--- src/rtl/seg_status_mux.sv ---
// Status-to-7-segment encoder: round-robin display of pending status codes,
// each held for HOLD_CYCLES clocks, with optional sticky latching per source.
// Ports: clk/rst (async active-high), status_active/status_codes in, clear in,
//        seg_digits/cur_src/any_pending registered outputs.
module seg_status_mux #(
    parameter int                   NUM_SRC      = 4,
    parameter int                   DIGITS       = 3,
    parameter int                   HOLD_CYCLES  = 50000000,
    parameter logic [4*DIGITS-1:0]  DEFAULT_CODE = 12'h100,
    parameter logic [NUM_SRC-1:0]   STICKY_MASK  = '0,
    localparam int                  CW           = 4 * DIGITS,
    localparam int                  SRC_W        = (NUM_SRC > 2) ? $clog2(NUM_SRC) : 1
) (
    input  logic                    clk,
    input  logic                    rst,
    input  logic [NUM_SRC-1:0]      status_active,
    input  logic [NUM_SRC*CW-1:0]   status_codes,
    input  logic                    clear,
    output logic [CW-1:0]           seg_digits,
    output logic [SRC_W-1:0]        cur_src,
    output logic                    any_pending
);

    localparam int CNT_W = (HOLD_CYCLES > 2) ? $clog2(HOLD_CYCLES) : 1;
    localparam logic [CNT_W-1:0] HOLD_LOAD = CNT_W'(HOLD_CYCLES - 1);

    typedef enum logic {IDLE, SHOW} state_t;

    state_t              state, state_nxt;
    logic [CNT_W-1:0]    cnt, cnt_nxt;
    logic [NUM_SRC-1:0]  latch, latch_nxt;
    logic [NUM_SRC-1:0]  pending;
    logic [CW-1:0]       seg_nxt;
    logic [SRC_W-1:0]    src_nxt;

    logic                low_found;
    logic [SRC_W-1:0]    low_idx;
    logic                rr_found;
    logic [SRC_W-1:0]    rr_idx;
    logic [SRC_W-1:0]    probe;
    logic [SRC_W-1:0]    sel_idx;
    logic [CW-1:0]       sel_code;

    // Pending uses the latch value from before this edge, so a one-cycle
    // pulse is visible in the same cycle it arrives. Set beats clear.
    always_comb begin
        pending   = status_active | (latch & STICKY_MASK);
        latch_nxt = STICKY_MASK & (status_active | (latch & ~{NUM_SRC{clear}}));
    end

    // Lowest pending index, used when leaving IDLE.
    always_comb begin
        low_found = |pending;
        low_idx   = '0;
        for (int i = NUM_SRC - 1; i >= 0; i--) begin
            if (pending[i]) low_idx = SRC_W'(i);
        end
    end

    // Next pending index after cur_src, wrapping; cur_src itself is checked
    // last. Walk offsets from far to near so the nearest hit wins.
    always_comb begin
        rr_found = 1'b0;
        rr_idx   = '0;
        probe    = '0;
        for (int off = NUM_SRC; off >= 1; off--) begin
            probe = SRC_W'((int'(cur_src) + off) % NUM_SRC);
            if (pending[probe]) begin
                rr_found = 1'b1;
                rr_idx   = probe;
            end
        end
    end

    always_comb begin
        sel_idx  = (state == IDLE) ? low_idx : rr_idx;
        sel_code = status_codes[int'(sel_idx) * CW +: CW];
    end

    always_comb begin
        state_nxt = state;
        seg_nxt   = seg_digits;
        src_nxt   = cur_src;
        cnt_nxt   = cnt;
        case (state)
            IDLE: begin
                if (low_found) begin
                    state_nxt = SHOW;
                    seg_nxt   = sel_code;
                    src_nxt   = sel_idx;
                    cnt_nxt   = HOLD_LOAD;
                end
            end
            SHOW: begin
                // Display stays frozen on the snapshot until the hold expires;
                // no preemption by newly pending sources.
                if (cnt != '0) begin
                    cnt_nxt = cnt - CNT_W'(1);
                end else if (rr_found) begin
                    seg_nxt = sel_code;
                    src_nxt = sel_idx;
                    cnt_nxt = HOLD_LOAD;
                end else begin
                    state_nxt = IDLE;
                    seg_nxt   = DEFAULT_CODE;
                    src_nxt   = '0;
                end
            end
            default: begin
                state_nxt = IDLE;
                seg_nxt   = DEFAULT_CODE;
                src_nxt   = '0;
                cnt_nxt   = '0;
            end
        endcase
    end

    always_ff @(posedge clk or posedge rst) begin
        if (rst) begin
            state       <= IDLE;
            cnt         <= '0;
            latch       <= '0;
            seg_digits  <= DEFAULT_CODE;
            cur_src     <= '0;
            any_pending <= 1'b0;
        end else begin
            state       <= state_nxt;
            cnt         <= cnt_nxt;
            latch       <= latch_nxt;
            seg_digits  <= seg_nxt;
            cur_src     <= src_nxt;
            any_pending <= |pending;
        end
    end

endmodule

--- config.mk ---
export PLATFORM = sky130hd
export DESIGN_NAME = seg_status_mux
export DESIGN_NICKNAME = d
export VERILOG_FILES = /design/src/rtl/seg_status_mux.sv
export SDC_FILE = /design/constraint.sdc
export NUM_CORES = 1
export LEC_CHECK = 0
export CORE_ASPECT_RATIO = 0.5
export CORE_MARGIN = 2
export CORE_UTILIZATION = 52
export DETAILED_ROUTE_END_ITERATION = 8
export PLACE_DENSITY = 0.9
export SYNTH_ARGS = -nofsm -noshare
export SYNTH_HDL_FRONTEND = slang
export SYNTH_SLANG_ARGS = --single-unit
--- constraint.sdc ---
create_clock -name clk -period 4.4 [get_ports clk]
set_input_delay 1.1 -clock clk [delete_from_list [all_inputs] [get_ports clk]]
set_output_delay 1.1 -clock clk [all_outputs]
set_load 0.02 [all_outputs]
==> metrics.txt <==
# TYPE chip_impl_metric gauge
chip_impl_info{name="status",value="finished, final reports clean"} 1
chip_impl_metric{name="final_area",unit="sq um"} 3410
chip_impl_metric{name="synthesis.nets",unit=""} 329
chip_impl_metric{name="finalNonFillerCells",unit=""} 410
chip_impl_metric{name="cp_data_arrival_time",unit="ps"} 3370
chip_impl_metric{name="global_route.usage.total",unit="%"} 27.3
chip_impl_metric{name="cts.reportedPaths.clkPinSlew",unit="ps"} 80
chip_impl_metric{name="cts_max_path_buffers",unit=""} 2
chip_impl_metric{name="drv.max_cap_violation_count",unit=""} 0
chip_impl_info{name="post_synth_top_flop",value="sky130_fd_sc_hd__dfrtp_1"} 1
chip_impl_metric{name="multi_input_comb_area",unit="sq um"} 1420
chip_impl_metric{name="postSynthAreaPerCell",unit="sq um"} 9.42
chip_impl_metric{name="placement_rows",unit=""} 18
chip_impl_metric{name="mappedNetlistArea",unit="sq um"} 2570
chip_impl_metric{name="post_cts_resized",unit=""} 0
chip_impl_metric{name="synth_enable_flop_cells",unit=""} 0
chip_impl_metric{name="cts-htree-levels",unit=""} 2
chip_impl_info{name="most_common_cell_after_layout_fill_and_taps_aside",value="sky130_fd_sc_hd__clkdlybuf4s50_1"} 1
chip_impl_metric{name="final.setup.worst_slack",unit="ps"} 1200
chip_impl_metric{name="pre_repair_dr_iteration_count",unit=""} 5
chip_impl_metric{name="netlist_instances",unit=""} 273
chip_impl_metric{name="timing_worst_slew_pin_value",unit="ps"} 840
chip_impl_info{name="timing.setup.critical_path_class",value="input port to register"} 1
chip_impl_metric{name="drv_slew",unit=""} 0
chip_impl_metric{name="nFillCells",unit=""} 321
chip_impl_metric{name="routed_wirelength_normalized_by_instance_count",unit="microns"} 18.1
chip_impl_info{name="hp-class",value="register to register"} 1
chip_impl_metric{name="die_area",unit="sq um"} 5560
chip_impl_info{name="worst_r2r_start",value="cnt[14]"} 1
chip_impl_metric{name="final_estimated_routing_congestion_in_global_placement",unit=""} 0.834
chip_impl_metric{name="synth_sequential_area_ratio",unit="%"} 40.9
chip_impl_metric{name="number_of_global_route_vias_before_repair",unit=""} 2394
chip_impl_metric{name="power_report.internal_total",unit="W"} 0.000698
chip_impl_metric{name="drt-total-wl",unit="microns"} 7410
chip_impl_info{name="crit_path_end_kind",value="register"} 1
chip_impl_metric{name="yosys_register_bits",unit=""} 42
chip_impl_metric{name="vias",unit=""} 2513
chip_impl_metric{name="critPathMaxFanout",unit=""} 16
chip_impl_metric{name="first_iter_violations",unit=""} 216
chip_impl_metric{name="final_period_minus_worst_setup_slack",unit="ps"} 3200
chip_impl_metric{name="maximum_number_of_pins_on_one_net_before_global_route_repair",unit=""} 43
chip_impl_metric{name="power.sequential.fraction",unit="%"} 49.2
chip_impl_metric{name="leakage",unit="nW"} 1.38
chip_impl_metric{name="timing.reg2reg.setup_slack",unit="ps"} 1450
chip_impl_metric{name="final_min_period_over_clock_period",unit="%"} 72.7
chip_impl_metric{name="drive_gt1_share",unit="%"} 9.12
chip_impl_metric{name="synth_async_sr_flop_share",unit="%"} 100
chip_impl_metric{name="cts_made_buffers",unit=""} 5
chip_impl_metric{name="flow.area_growth_from_synthesis",unit="%"} 32.7
chip_impl_info{name="critical_path.reg2reg.endpoint",value="cnt[6]"} 1
chip_impl_metric{name="r2r_cells",unit=""} 7
chip_impl_metric{name="initial_core_utilization",unit="%"} 53.1
chip_impl_metric{name="insertion_delay",unit="ps"} 300
chip_impl_metric{name="global_route_wire_length_before_repair",unit="microns"} 11300
chip_impl_metric{name="drt_drc_violations_left",unit=""} 0
chip_impl_metric{name="synthDistinctLibCells",unit=""} 50
chip_impl_metric{name="post_dp_cell_area",unit="sq um"} 3330
chip_impl_metric{name="grt_antenna_before_repair",unit=""} 0
chip_impl_metric{name="dieWidth",unit="microns"} 103
chip_impl_metric{name="final_layout_setup_total_negative_slack",unit="ps"} 0
chip_impl_info{name="cp-start-kind",value="input port"} 1
chip_impl_metric{name="power.ir.vdd_worst",unit="mV"} 0.151
chip_impl_metric{name="dp_cells",unit=""} 403
chip_impl_metric{name="antenna_left",unit=""} 0
chip_impl_metric{name="post_cts_buffers",unit=""} 0
chip_impl_metric{name="power_density",unit="nW/um^2"} 297
chip_impl_metric{name="sw_frac_of_total",unit="%"} 31.0
chip_impl_info{name="final_cell_mix",value="sky130_fd_sc_hd__clkdlybuf4s50_1, sky130_fd_sc_hd__dfrtp_1, sky130_fd_sc_hd__nand2_1"} 1
chip_impl_metric{name="die_height",unit="microns"} 53.7
chip_impl_metric{name="sinks_on_the_clock_net",unit=""} 42
chip_impl_metric{name="io_buffer_count",unit=""} 68
chip_impl_metric{name="placement.setup.worst_slack",unit="ps"} 886
chip_impl_metric{name="core_region_area",unit="sq um"} 4840
chip_impl_metric{name="finalSetupViolCount",unit=""} 0
chip_impl_metric{name="ys_warn_count",unit=""} 0
chip_impl_metric{name="max_slew_headroom_at_the_worst_pin",unit="%"} 44.0
chip_impl_metric{name="cts_hold_buf",unit=""} 0
chip_impl_info{name="rsz0062_at_grt",value="no"} 1
chip_impl_metric{name="utilization",unit="%"} 70.4
chip_impl_info{name="cts_tree",value="built"} 1
chip_impl_metric{name="antenna_cells_inserted",unit=""} 0
chip_impl_metric{name="cp_data_required_time",unit="ps"} 4570
chip_impl_info{name="worstHoldStart",value="cnt[17]"} 1
chip_impl_metric{name="design.portCount",unit=""} 70
chip_impl_info{name="clockRootBuffer",value="sky130_fd_sc_hd__clkbuf_8"} 1
chip_impl_metric{name="clock.fmax",unit="MHz"} 313
chip_impl_metric{name="hpwlAfterDp",unit="microns"} 5220
chip_impl_metric{name="design.final.nets",unit=""} 396
chip_impl_metric{name="timing_hold_violations_final",unit=""} 0
chip_impl_metric{name="route.detailed.vias_per_inst",unit=""} 6.13
chip_impl_metric{name="sequential_cell_area",unit="sq um"} 1050
chip_impl_metric{name="power.net_switching",unit="W"} 0.000314
chip_impl_info{name="hold_path_end",value="cnt[17]"} 1
chip_impl_metric{name="p_comb_share",unit="%"} 27.3
chip_impl_metric{name="global_route_overflow",unit=""} 0
chip_impl_metric{name="largest_clock_skew_in_the_final_design",unit="ps"} 2.98
chip_impl_metric{name="hold_depth",unit=""} 1
chip_impl_metric{name="clock_power_share",unit="%"} 23.5
==> cells in the mapped netlist (3+ instances only) <==
master | number | share of area, %
sky130_fd_sc_hd__dfrtp_1 | 41 | 40
sky130_fd_sc_hd__a21oi_1 | 23 | 4.5
sky130_fd_sc_hd__nand2b_1 | 5 | 1.2
sky130_fd_sc_hd__nor3_1 | 13 | 2.5
sky130_fd_sc_hd__nand2_1 | 34 | 5.0
sky130_fd_sc_hd__nor4_1 | 4 | 0.97
sky130_fd_sc_hd__clkbuf_1 | 8 | 1.2
sky130_fd_sc_hd__mux2i_1 | 26 | 10
sky130_fd_sc_hd__nand3_1 | 6 | 1.2
sky130_fd_sc_hd__inv_1 | 7 | 1.0
sky130_fd_sc_hd__nor2_1 | 19 | 2.8
sky130_fd_sc_hd__or3_1 | 4 | 0.97
sky130_fd_sc_hd__buf_6 | 3 | 1.3
sky130_fd_sc_hd__o31ai_1 | 5 | 1.5
sky130_fd_sc_hd__o221ai_2 | 10 | 5.8
sky130_fd_sc_hd__o21ai_0 | 22 | 4.3
==> routing by layer <==
metal | routed length [microns] | GRT usage, % | part of all wire (%)
met1 | 2810 | 31.1 | 38
met2 | 3700 | 50.4 | 50
met3 | 684 | 5.58 | 9.2
met4 | 217 | 12.7 | 2.9
met5 | 0 | 0 | 0
==> how the worst max path moves through the flow <==
stage | depth (start not counted) | end | slack, ps | start
final | 7 | seg_digits[3] | 1200 | status_active[0]
after global routing | 7 | seg_digits[3] | 1110 | status_active[0]
after CTS | 7 | seg_digits[3] | 1190 | status_active[0]
after detailed placement | 7 | seg_digits[3] | 890 | status_active[0]
after global placement | 8 | seg_digits[8] | 1050 | status_active[0]
after floorplan | 6 | seg_digits[9] | 1510 | status_active[1]
==> area by class of cell <==
| type | instances | area share [%] |
|---|---|---|
| multi-input cells | 208 | 41.6 |
| flip-flops and latches | 42 | 30.9 |
| repair buffers | 75 | 21.9 |
| well taps | 70 | 2.57 |
| clock buffers | 7 | 2.24 |
| inverters | 8 | 0.880 |
==> flip-flops by register name, summed over array words and instances (netlist names) <==
| register | flops |
|---|---|
| cur_src | 2 |
| cnt | 26 |
| any_pending | 1 |
| state | 1 |
| seg_digits | 12 |
==> kinds of logic after synthesis <==
logic type / count (synthesis) / synth area share, %
simple gates: 96 / 18.9
compound gates: 80 / 23.0
flops: 42 / 40.9
mux: 27 / 11.0
buf+inv: 23 / 4.33
xor+xnor: 4 / 1.36
fa+ha+maj: 1 / 0.487
==> critical path, stage by stage <==
cell                              delay [ps]
sky130_fd_sc_hd__clkdlybuf4s50_1         590
sky130_fd_sc_hd__nor2_1                  100
sky130_fd_sc_hd__a32o_1                  250
sky130_fd_sc_hd__o32ai_4                 630
sky130_fd_sc_hd__buf_12                  250
sky130_fd_sc_hd__mux2i_1                 290
sky130_fd_sc_hd__o221ai_2                150
==> stage by stage <==
stage	power (W)	hold WS (ps)
floorplan	0.000656	443
global placement	0.000754	453
global route	0.00107	500
detailed placement	0.000777	463
CTS	0.00102	473
finish	0.00101	472
==> power groups by stage <==
stage	combinational [W]	sequential [W]	clock [W]
6_report	0.000276	0.000498	0.000238
5_1_grt	0.000299	0.000507	0.000263
4_1_cts	0.000277	0.000497	0.000243
3_5_place_dp	0.000275	0.000502	0
3_3_place_gp	0.000257	0.000497	0
2_1_floorplan	0.000151	0.000505	0
Note: power is estimated with default switching activity, not from simulation.
==> edit 1: new RTL, config.mk and constraints unchanged <==
Set the parameter `NUM_SRC` to 2 (it was 4).
--- a/src/rtl/seg_status_mux.sv
+++ b/src/rtl/seg_status_mux.sv
@@ -5,3 +5,3 @@
 module seg_status_mux #(
-    parameter int                   NUM_SRC      = 4,
+    parameter int                   NUM_SRC      = 2,
     parameter int                   DIGITS       = 3,
Interface: changed (resized cur_src, status_active and status_codes); port bits go from 70 to 43. The function was not compared with the original's and may differ.
==> edit 1 against the original RTL <==
Non-clock buffer count decreased by 29; sequential cell count decreased by 1; worst setup slack improved by 240 ps; critical endpoint is now cnt[21]$_DFFE_PP0P_; register-to-register slack improved by 70 ps; final area decreased by 16%; power increased by 1.1%; largest cell class unchanged; routed wire length decreased by 23%; area after synthesis decreased by 9.0%; first-iteration DRC count decreased by 29%; clock power increased by 11%.
==> edit 1: results <==
[run_status]
status = completed

[finish]
top_regs = cnt x26, seg_digits x12
multiInputGateArea_um2 = 1210
clk_share_pct = 3.13
fillCellCount = 320
n_clock_buffer = 6
inv_count = 7
buffer_area_share_pct = 15.6
n_antenna_cell = 0
n_all_buffers = 46
drive_gt1_share_pct = 11.4
fin_nets = 319
seq_share_pct = 35.7
multi_input_cells = 188
seq_cells = 41

[place]
dp_hpwl_mm = 3.93
port_buffers = 41
gp_congestion = 0.772
post-place-ws_ps = 1170

[global_route]
grt_pass1_vias = 2083
grt_first_pass_wirelength_mm = 9.45
grt_start_max_net_pins = 35
grt_usage_pct = 23.5
grt-busiest-layer = met2
met3_usage_pct = 3.97
met1_usage_pct = 30.2

[worst_hold_path]
timing.hold.worst.start = seg_digits[10]$_DFFE_PP0P_
whs_endpoint = seg_digits[10]$_DFFE_PP0P_

[setup_path]
path_max_fanout = 24
r2r_cells = 5
crit_start = status_active[1]
arrival_ps = 3150
r2r-end = seg_digits[9]$_DFFE_PP0P_
r2r-start = cnt[10]$_DFFE_PP0P_
cp-endpoint = cnt[21]$_DFFE_PP0P_

[yosys]
synth_cell_types = 49
synth-xor-area-share_pct = 0.749
synth.area.top_cells = dfrtp_1, o21ai_0, mux2_2
synth.top_cells.by_count = dfrtp_1, o21ai_0, nand2_1, nand3_1, nor2_1
yosysSeqAreaShare_pct = 43.9
synthFlopType = dfrtp_1
muxShareOfSynthArea_pct = 7.75
synth_nets = 280
synthAdderAreaFrac_pct = 0.535

[power_and_ir_drop]
leakage_nw = 1.20
ir_drop_mv = 0.227

[drt]
drtPass1Iterations = 4
route.met3.wl_um = 291
met1_length_mm = 2.51
drt_iter0_drc = 153
routed_wl_mm = 5.68

[timing]
finalCritPeriodShare_pct = 67.2
hold_ws_ps = 502
skew_ps = 6.77
slew_headroom_pct = 44.9

[clock_network]
path_clk_slew_ps = 80
## edit 1: changes by cell type after synthesis, moves of 4 or more
cell	delta
mux2i_1	-18
nand2b_1	-4
o21ai_0	+10
mux2_2	+9
nand3_1	+8
a21oi_1	-14
nor2_1	-5
and3_1	+4
o2bb2ai_1	+5
nand2_1	-15
o221ai_2	-10
## edit 1: where the power goes
part | switching [mW] | total, mW | internal, mW | leakage (nW)
registers | 0.0811 | 0.523 | 0.442 | 0.465
logic | 0.115 | 0.237 | 0.122 | 0.687
clock network | 0.140 | 0.264 | 0.124 | 0.0433
## edit 1: metrics by stage
stage                     cells  cell area, um2  util (%)
final                       346            2880      65.9
after global routing        346            2880      65.9
after CTS                   346            2880      65.9
after detailed placement    339            2790      63.9
after global placement      339            2790      63.9
after floorplan             250            2340         -
## edit 1: critical path: stages
cell and delay, ps:
clkdlybuf4s50_1 470, nor2_1 150, buf_4 210, inv_1 380, nor2_4 370, inv_1 210, o211a_1 260
==> edit 2: new RTL, same settings <==
Made on the original files. Put one more register stage on the output `seg_digits`, with the module's reset. The value now appears one clock later. The other outputs are not delayed to match. Comments in the files are not updated.
--- a/src/rtl/seg_status_mux.sv
+++ b/src/rtl/seg_status_mux.sv
@@ -27,2 +27,4 @@
     typedef enum logic {IDLE, SHOW} state_t;
+
+    logic [CW-1:0] seg_digits_s0;
 
@@ -81,3 +83,3 @@
         state_nxt = state;
-        seg_nxt   = seg_digits;
+        seg_nxt   = seg_digits_s0;
         src_nxt   = cur_src;
@@ -122,3 +124,3 @@
             latch       <= '0;
-            seg_digits  <= DEFAULT_CODE;
+            seg_digits_s0 <= DEFAULT_CODE;
             cur_src     <= '0;
@@ -129,3 +131,3 @@
             latch       <= latch_nxt;
-            seg_digits  <= seg_nxt;
+            seg_digits_s0 <= seg_nxt;
             cur_src     <= src_nxt;
@@ -135,2 +137,10 @@
 
+    always_ff @(posedge clk or posedge rst) begin
+        if (rst) begin
+            seg_digits <= '0;
+        end else begin
+            seg_digits <= seg_digits_s0;
+        end
+    end
+
 endmodule
Behaviour: not the same (a bounded check fails within 4 cycles, from zero or initial values and one cycle with rst high).
==> edit 2 against the original RTL <==
Utilization decreased by 1.2 points; worst setup slack got worse by 340 ps; final area increased by 9.5%; area after synthesis increased by 12%; non-clock buffer count increased by 1; critical path depth unchanged; highest routed layer unchanged; synthesized cell count increased by 4.0%; routed wire length decreased by 2.2%; die area increased by 11%; hold slack got worse by 90 ps; sequential cell count increased by 12; power increased by 28%.
==> edit 2: results <==
[run_status]
status = completed

[yosys]
synth_nets = 340
synth_compound_area_share_pct = 20.9
synth-xor-area-share_pct = 0.610
ys.warnings.count = 0
synth_area_per_cell_um2 = 10.1
synth.area.top_cells = dfrtp_1, mux2i_1, o31ai_1
muxShareOfSynthArea_pct = 12.4
yosysSeqAreaShare_pct = 47.1
synth_cell_types = 45
synth.top_cells.by_count = dfrtp_1, mux2i_1, o21ai_0, nor2_1, nor3_1

[place]
gp_congestion = 0.909
place_area_um2 = 3640
post-place-ws_ps = 585

[drt]
vias = 2569
drt_drc_violations_left = 0
met1_length_mm = 2.95
route.met2.wl_mm = 3.81
routed_wl_mm = 7.25
avgViaCountPerCell = 6.10
drt_iter0_drc = 220

[finish]
fin_nets = 403
drive_gt1_share_pct = 8.91
fillCellCount = 403

[setup_path]
r2r-start = cnt[0]$_DFFE_PP0P_
path_max_fanout = 14

[global_route]
met2_usage_pct = 43.0
grt_pass1_vias = 2524
met1_usage_pct = 31.9
grt_start_max_net_pins = 55
grt_first_pass_wirelength_mm = 12.1
met3_usage_pct = 4.65
grt_usage_pct = 25.1

[worst_hold_path]
whs_endpoint = seg_digits[10]$_DFF_PP0_
worstHoldPathCells = 0
timing.hold.worst.start = seg_digits_s0[10]$_DFFE_PP0P_

[timing]
slew_headroom_pct = 24.6
hold_ws_ps = 382
skew_ps = 8.27

[clock_network]
path_clk_slew_ps = 100
==> edit 2: power breakdown <==
group / total, mW / internal (mW) / switching [mW] / leakage [nW]
Sequential: 0.649 / 0.574 / 0.0757 / 0.623
Clock: 0.302 / 0.130 / 0.172 / 0.0478
Combinational: 0.344 / 0.173 / 0.170 / 0.850
==> edit 2: worst max-delay path by stage <==
stage | startpoint | end | slack, ps | cells past startpoint
after floorplan | status_active[3] | seg_digits_s0[7]$_DFFE_PP0P_ | 1580 | 7
after global placement | status_active[0] | seg_digits_s0[8]$_DFFE_PP1P_ | 700 | 7
after detailed placement | status_active[0] | seg_digits_s0[8]$_DFFE_PP1P_ | 590 | 7
after CTS | status_active[0] | seg_digits_s0[8]$_DFFE_PP1P_ | 860 | 7
after global routing | status_active[0] | seg_digits_s0[8]$_DFFE_PP1P_ | 780 | 7
final | status_active[0] | seg_digits_s0[8]$_DFFE_PP1P_ | 860 | 7
==> edit 2: cell type report <==
cell class	instances	area, um2	area share [%]
sequential	54	1350	36.2
inverter	10	37.5	1.01
clock inverter	2	16.3	0.436
tap	73	91.3	2.45
timing repair buffer	76	741	19.8
multi-input combinational	200	1410	37.9
clock buffer	6	82.6	2.21
==> edit 2: kinds of logic (layout without fill, tap and decap cells) <==
| logic type | after synthesis | count (layout) |
|---|---|---|
| adders and majority gates | 1 | 1 |
| AOI/OAI and AO/OA | 85 | 85 |
| xor gates and xnor gates | 2 | 2 |
| buffers and inverters | 30 | 94 |
| and+or+nand+nor | 78 | 78 |
| DFF | 54 | 54 |
| muxes | 34 | 34 |
==> edit 2: critical path, stage by stage <==
cell and delay (ps):
clkdlybuf4s50_1 620, mux4_2 290, nor3_1 60, a211oi_4 660, buf_4 390, mux2_2 380, o221a_2 280
